===== src/rtl/wb_port_scheduler.sv =====
// wb_port_scheduler
//
// Sequences writeback results onto a register file that has only one write
// port. An accepted instruction may carry an E result (valE -> dstE) and an
// M result (valM -> dstM). When both are present, the E write goes out first.
// The M write is buffered and issued on the following cycle, and ready_o is
// held low for that extra cycle.
//
// The first non-AOK status is latched and the block then freezes. A counter
// tracks the number of retired AOK instructions.
//
// Ports:
//   clk_i, rst_i        clock, synchronous active-high reset
//   wb_valid_i/ready_o  upstream handshake; accept = wb_valid_i & ready_o
//   stat_i              instruction status (00 AOK, 01 HLT, 10 ADR, 11 INS)
//   dstE_i/valE_i       E destination and value (RNONE = no destination)
//   dstM_i/valM_i       M destination and value (RNONE = no destination)
//   wr_en_o/wr_addr_o/wr_data_o  registered register-file write port
//   halted_o, stat_o    latched halt flag and status
//   retired_o           count of accepted AOK instructions (wraps)

module wb_port_scheduler #(
    parameter int         DATA_W = 64,
    parameter int         CNT_W  = 32,
    parameter logic [3:0] RNONE  = 4'hF
) (
    input  logic              clk_i,
    input  logic              rst_i,
    input  logic              wb_valid_i,
    output logic              ready_o,
    input  logic [1:0]        stat_i,
    input  logic [3:0]        dstE_i,
    input  logic [3:0]        dstM_i,
    input  logic [DATA_W-1:0] valE_i,
    input  logic [DATA_W-1:0] valM_i,
    output logic              wr_en_o,
    output logic [3:0]        wr_addr_o,
    output logic [DATA_W-1:0] wr_data_o,
    output logic              halted_o,
    output logic [1:0]        stat_o,
    output logic [CNT_W-1:0]  retired_o
);

    typedef enum logic [1:0] {
        IDLE   = 2'd0,
        WR_E   = 2'd1,
        WR_M   = 2'd2,
        HALTED = 2'd3
    } state_t;

    localparam logic [1:0] STAT_AOK = 2'b00;

    state_t              state_q, state_d;
    logic                m_pend_q, m_pend_d;
    logic [3:0]          m_addr_q, m_addr_d;
    logic [DATA_W-1:0]   m_data_q, m_data_d;
    logic                wr_en_q, wr_en_d;
    logic [3:0]          wr_addr_q, wr_addr_d;
    logic [DATA_W-1:0]   wr_data_q, wr_data_d;
    logic                halted_q, halted_d;
    logic [1:0]          stat_q, stat_d;
    logic [CNT_W-1:0]    retired_q, retired_d;

    logic accept;
    logic e_present;
    logic m_present;
    logic e_effective;

    // The port is free next cycle unless a buffered M write still has to go out.
    assign ready_o = (state_q == IDLE) || (state_q == WR_M) ||
                     ((state_q == WR_E) && !m_pend_q);

    assign accept    = wb_valid_i && ready_o;
    assign e_present = (dstE_i != RNONE);
    assign m_present = (dstM_i != RNONE);
    // When both results target the same register, M wins and E is dropped
    // (popq %rsp: the loaded value must be the final register contents).
    assign e_effective = e_present && !(m_present && (dstE_i == dstM_i));

    always_comb begin
        state_d   = state_q;
        m_pend_d  = m_pend_q;
        m_addr_d  = m_addr_q;
        m_data_d  = m_data_q;
        wr_en_d   = 1'b0;
        wr_addr_d = RNONE;
        wr_data_d = wr_data_q;
        halted_d  = halted_q;
        stat_d    = stat_q;
        retired_d = retired_q;

        if (state_q == HALTED) begin
            state_d = HALTED;
        end else if ((state_q == WR_E) && m_pend_q) begin
            // Second half of a split pair: issue the buffered M write.
            state_d   = WR_M;
            m_pend_d  = 1'b0;
            wr_en_d   = 1'b1;
            wr_addr_d = m_addr_q;
            wr_data_d = m_data_q;
        end else if (accept) begin
            if (stat_i == STAT_AOK) begin
                retired_d = retired_q + CNT_W'(1);
                if (e_effective) begin
                    state_d   = WR_E;
                    wr_en_d   = 1'b1;
                    wr_addr_d = dstE_i;
                    wr_data_d = valE_i;
                    m_pend_d  = m_present;
                    m_addr_d  = dstM_i;
                    m_data_d  = valM_i;
                end else if (m_present) begin
                    state_d   = WR_M;
                    m_pend_d  = 1'b0;
                    wr_en_d   = 1'b1;
                    wr_addr_d = dstM_i;
                    wr_data_d = valM_i;
                end else begin
                    state_d  = IDLE;
                    m_pend_d = 1'b0;
                end
            end else begin
                state_d  = HALTED;
                m_pend_d = 1'b0;
                halted_d = 1'b1;
                stat_d   = stat_i;
            end
        end else begin
            state_d  = IDLE;
            m_pend_d = 1'b0;
        end
    end

    always_ff @(posedge clk_i) begin
        if (rst_i) begin
            state_q   <= IDLE;
            m_pend_q  <= 1'b0;
            m_addr_q  <= RNONE;
            m_data_q  <= '0;
            wr_en_q   <= 1'b0;
            wr_addr_q <= RNONE;
            wr_data_q <= '0;
            halted_q  <= 1'b0;
            stat_q    <= STAT_AOK;
            retired_q <= '0;
        end else begin
            state_q   <= state_d;
            m_pend_q  <= m_pend_d;
            m_addr_q  <= m_addr_d;
            m_data_q  <= m_data_d;
            wr_en_q   <= wr_en_d;
            wr_addr_q <= wr_addr_d;
            wr_data_q <= wr_data_d;
            halted_q  <= halted_d;
            stat_q    <= stat_d;
            retired_q <= retired_d;
        end
    end

    assign wr_en_o   = wr_en_q;
    assign wr_addr_o = wr_addr_q;
    assign wr_data_o = wr_data_q;
    assign halted_o  = halted_q;
    assign stat_o    = stat_q;
    assign retired_o = retired_q;

endmodule


===== config.mk =====
export PLATFORM = sky130hd
export DESIGN_NAME = wb_port_scheduler
export DESIGN_NICKNAME = d
export VERILOG_FILES = /design/src/rtl/wb_port_scheduler.sv
export SDC_FILE = /design/constraint.sdc
export NUM_CORES = 1
export LEC_CHECK = 0
export ABC_CLOCK_PERIOD_IN_PS = 2600
export CORE_MARGIN = 3
export CORE_UTILIZATION = 46
export DETAILED_ROUTE_END_ITERATION = 10
export GPL_ROUTABILITY_DRIVEN = 0
export PLACE_DENSITY = 0.77
export SYNTH_ARGS = -nofsm -noshare
export SYNTH_HDL_FRONTEND = slang
export SYNTH_SLANG_ARGS = --single-unit
export TNS_END_PERCENT = 30

===== constraint.sdc =====
create_clock -name clk_i -period 2.6 [get_ports clk_i]
set_input_delay 0.52 -clock clk_i [delete_from_list [all_inputs] [get_ports clk_i]]
set_output_delay 0.52 -clock clk_i [all_outputs]
set_load 0.005 [all_outputs]

==> impl_metrics.toml <==
[cells_and_area]
fin_nets = 1212
final_area_mm2 = 0.01075
finish.utilization_pct = 70.20
syn2layout_area_growth_pct = 47.78
drive_gt1_share_pct = 7.572
antenna_cells = 0

[synthesis]
netlist.area_leader.share_pct = 48.16
synthFlopType = "dfxtp_1"
synthTopCellsByArea = "dfxtp_1, mux2i_1, nand2_1, a22oi_1, a21oi_1"
synthArstFlopShare_pct = 0
synth_edf_count = 0
syn-num-nets = 976
syn_inst = 834
synth_area_mm2 = 0.007274
ys_top_cells_by_count = "dfxtp_1, nand2_1, a21oi_1, mux2i_1, o21ai_0"
yosysSeqAreaShare_pct = 48.16
synth.avg_cell_area_um2 = 8.722
yosysMostFrequentCell = "dfxtp_1"
ys_seq_elements = 175
ys_types = 48
yosysWarnings = 0
synth_top_cell_by_area = "dfxtp_1"

[sta]
fin_crit_ns = 2.304
fin_hold_ws_ns = 0.4536
finalHoldViolCount = 0
skew_ns = 0.007573
setup_viol = 0
fmax_ghz = 0.4341
rsz0062_at_grt = "no"
relSlewSlack_pct = 63.82
finalCritPeriodShare_pct = 88.60
slew_violations = 0
finalSetupTns_ns = 0
worstMarginPinSlew_ns = 0.5386

[critical_path]
required_ns = 2.94
end_kind = "flop"
cp_slowest_stage_delay_ns = 0.55
cp_top_family = "simple AND/OR/NAND/NOR gates"
crit_slowest_cell = "or4_1"
path_class = "primary input to flop"
crit_fanout = 8
path_buf_inv = 2
critPathLaunchType = "primary input"
arrival_ns = 2.65
crit_chain = "clkdlybuf4s50_1 > nor3b_1 > buf_4 > nand4_2 > or4_1 > or3_1 > a21oi_1"

[cts]
cts_buffer_depth = 2
htreeDepth = 4
clk_pin_slew_worst_paths_ns = 0.06
ctsResizeCount = 0
cts_sinks = 175
clk_latency_ns = 0.42
cts_tree = "done"
root_buffer = "clkbuf_16"
post_cts_buffers = 0
numCtsBuffers = 17
hold_buffers = 0

[place]
io_buffers = 245
dpl.hpwl_um = 14420
place_area_mm2 = 0.01015

[pwr]
power.leakage_nw = 4.109
powerDensity_mw_per_mm2 = 569.7
fin_total_pwr_mw = 6.124
ir_drop_uv = 473.0

[floorplanning]
fp-row-count = 45
die_h_um = 131.8
dieArea_mm2 = 0.01736
start_util_pct = 47.50
ios = 246
fp.dieW_um = 131.8
core_area_mm2 = 0.01531

[run_status]
status = "complete, no violations"

[grt]
overflow = 0
grt_antenna_before_repair = 0
grt_pass1_wl_um = 34760
grt_pass1_vias = 6660
grt_usage_pct = 24.24
grt_max_degree = 79

[route]
dr_total_vias = 6920
ant_nets = 0
drtPass1Iterations = 4
vias_per_cell = 5.348
drt_iter0_drc = 418
wl_per_cell_um = 16.59
wl_um = 21460
drc_errors = 0

[hold_path]
hp-class = "flop to flop"

[job]
maxCapViolCount = 0
layout by cell type, fill, tap and decap left out, types with 4 or more instances in the layout:
cell             instances
o21bai_1                 4
clkbuf_16               17
nor2_1                  36
xor2_1                  10
and3_1                   5
inv_1                    9
buf_12                  11
a22oi_1                 63
clkinv_4                 5
o21ai_0                 64
dfxtp_1                175
mux2i_1                 64
xnor2_1                 12
nand2_1                144
a21oi_1                 89
nand3_1                 15
nor3_1                  11
or3_1                    5
buf_4                   21
clkdlybuf4s50_1        244
nand4_1                 13
o21ai_1                  8
nand4b_1                 4
per-stage QoR:
step	worst slack, ns	cells
detailed placement	-0.06554	1262
global placement	-0.05286	1262
global route	0.1076	1294
finish	0.2965	1294
floorplan	0.3442	834
CTS	0.2659	1294
power breakdown:
group	total [mW]	switching [mW]	internal (mW)
clock	2.56	1.06	1.50
combinational	0.750	0.316	0.434
sequential	2.81	0.0462	2.77
layout make-up:
cell class	count	area, µm²
fill	1280	4564
multi-input combinational	591	3527
sequential	175	3503
timing repair buffer	276	2820
clock buffer	20	466.7
tap	211	264.0
clock inverter	12	135.1
inverter	9	33.78
worst reg2reg max path: cells and delay by family, from the launching register on:
kind             cells  cell delay, ns
AND/OR/NAND/NOR      4            1.59
flip-flops           1            0.46
AO/OA/AOI/OAI        1            0.17
cell families after synthesis:
logic type               Yosys count  synth area share [%]
AND/OR/NAND/NOR                  258                 16.19
AO/OA/AOI/OAI                    245                 19.92
flip-flops                       175                 48.16
buffers and inverters             68                 3.956
multiplexers                      65                 8.961
XOR/XNOR                          22                 2.649
adder cells (fa/ha/maj)            1                0.1720
registers in the layout (all words and copies together) (netlist names), 2 cells and up:
name,count
m_addr_q,4
state_q,2
stat_o,2
retired_o,32
wr_data_o,64
m_data_q,64
wr_addr_o,4
worst paths after layout:
check          startpoint            end  slack (ns)  cells after the start
max            wb_valid_i  retired_o[24]        0.30                      7
min reg2reg  m_data_q[29]   m_data_q[29]        0.45                      2
min          m_data_q[29]   m_data_q[29]        0.45                      2
max reg2reg  retired_o[9]  retired_o[24]        0.31                      5
routing by layer:
| layer | share of wire, % | GRT usage [%] |
|---|---|---|
| met5 | 0 | 0 |
| met2 | 48 | 40.40 |
| met4 | 2.3 | 8.343 |
| met3 | 5.0 | 5.496 |
| met1 | 44 | 31.14 |
Note: power is estimated with default switching activity, not from simulation.
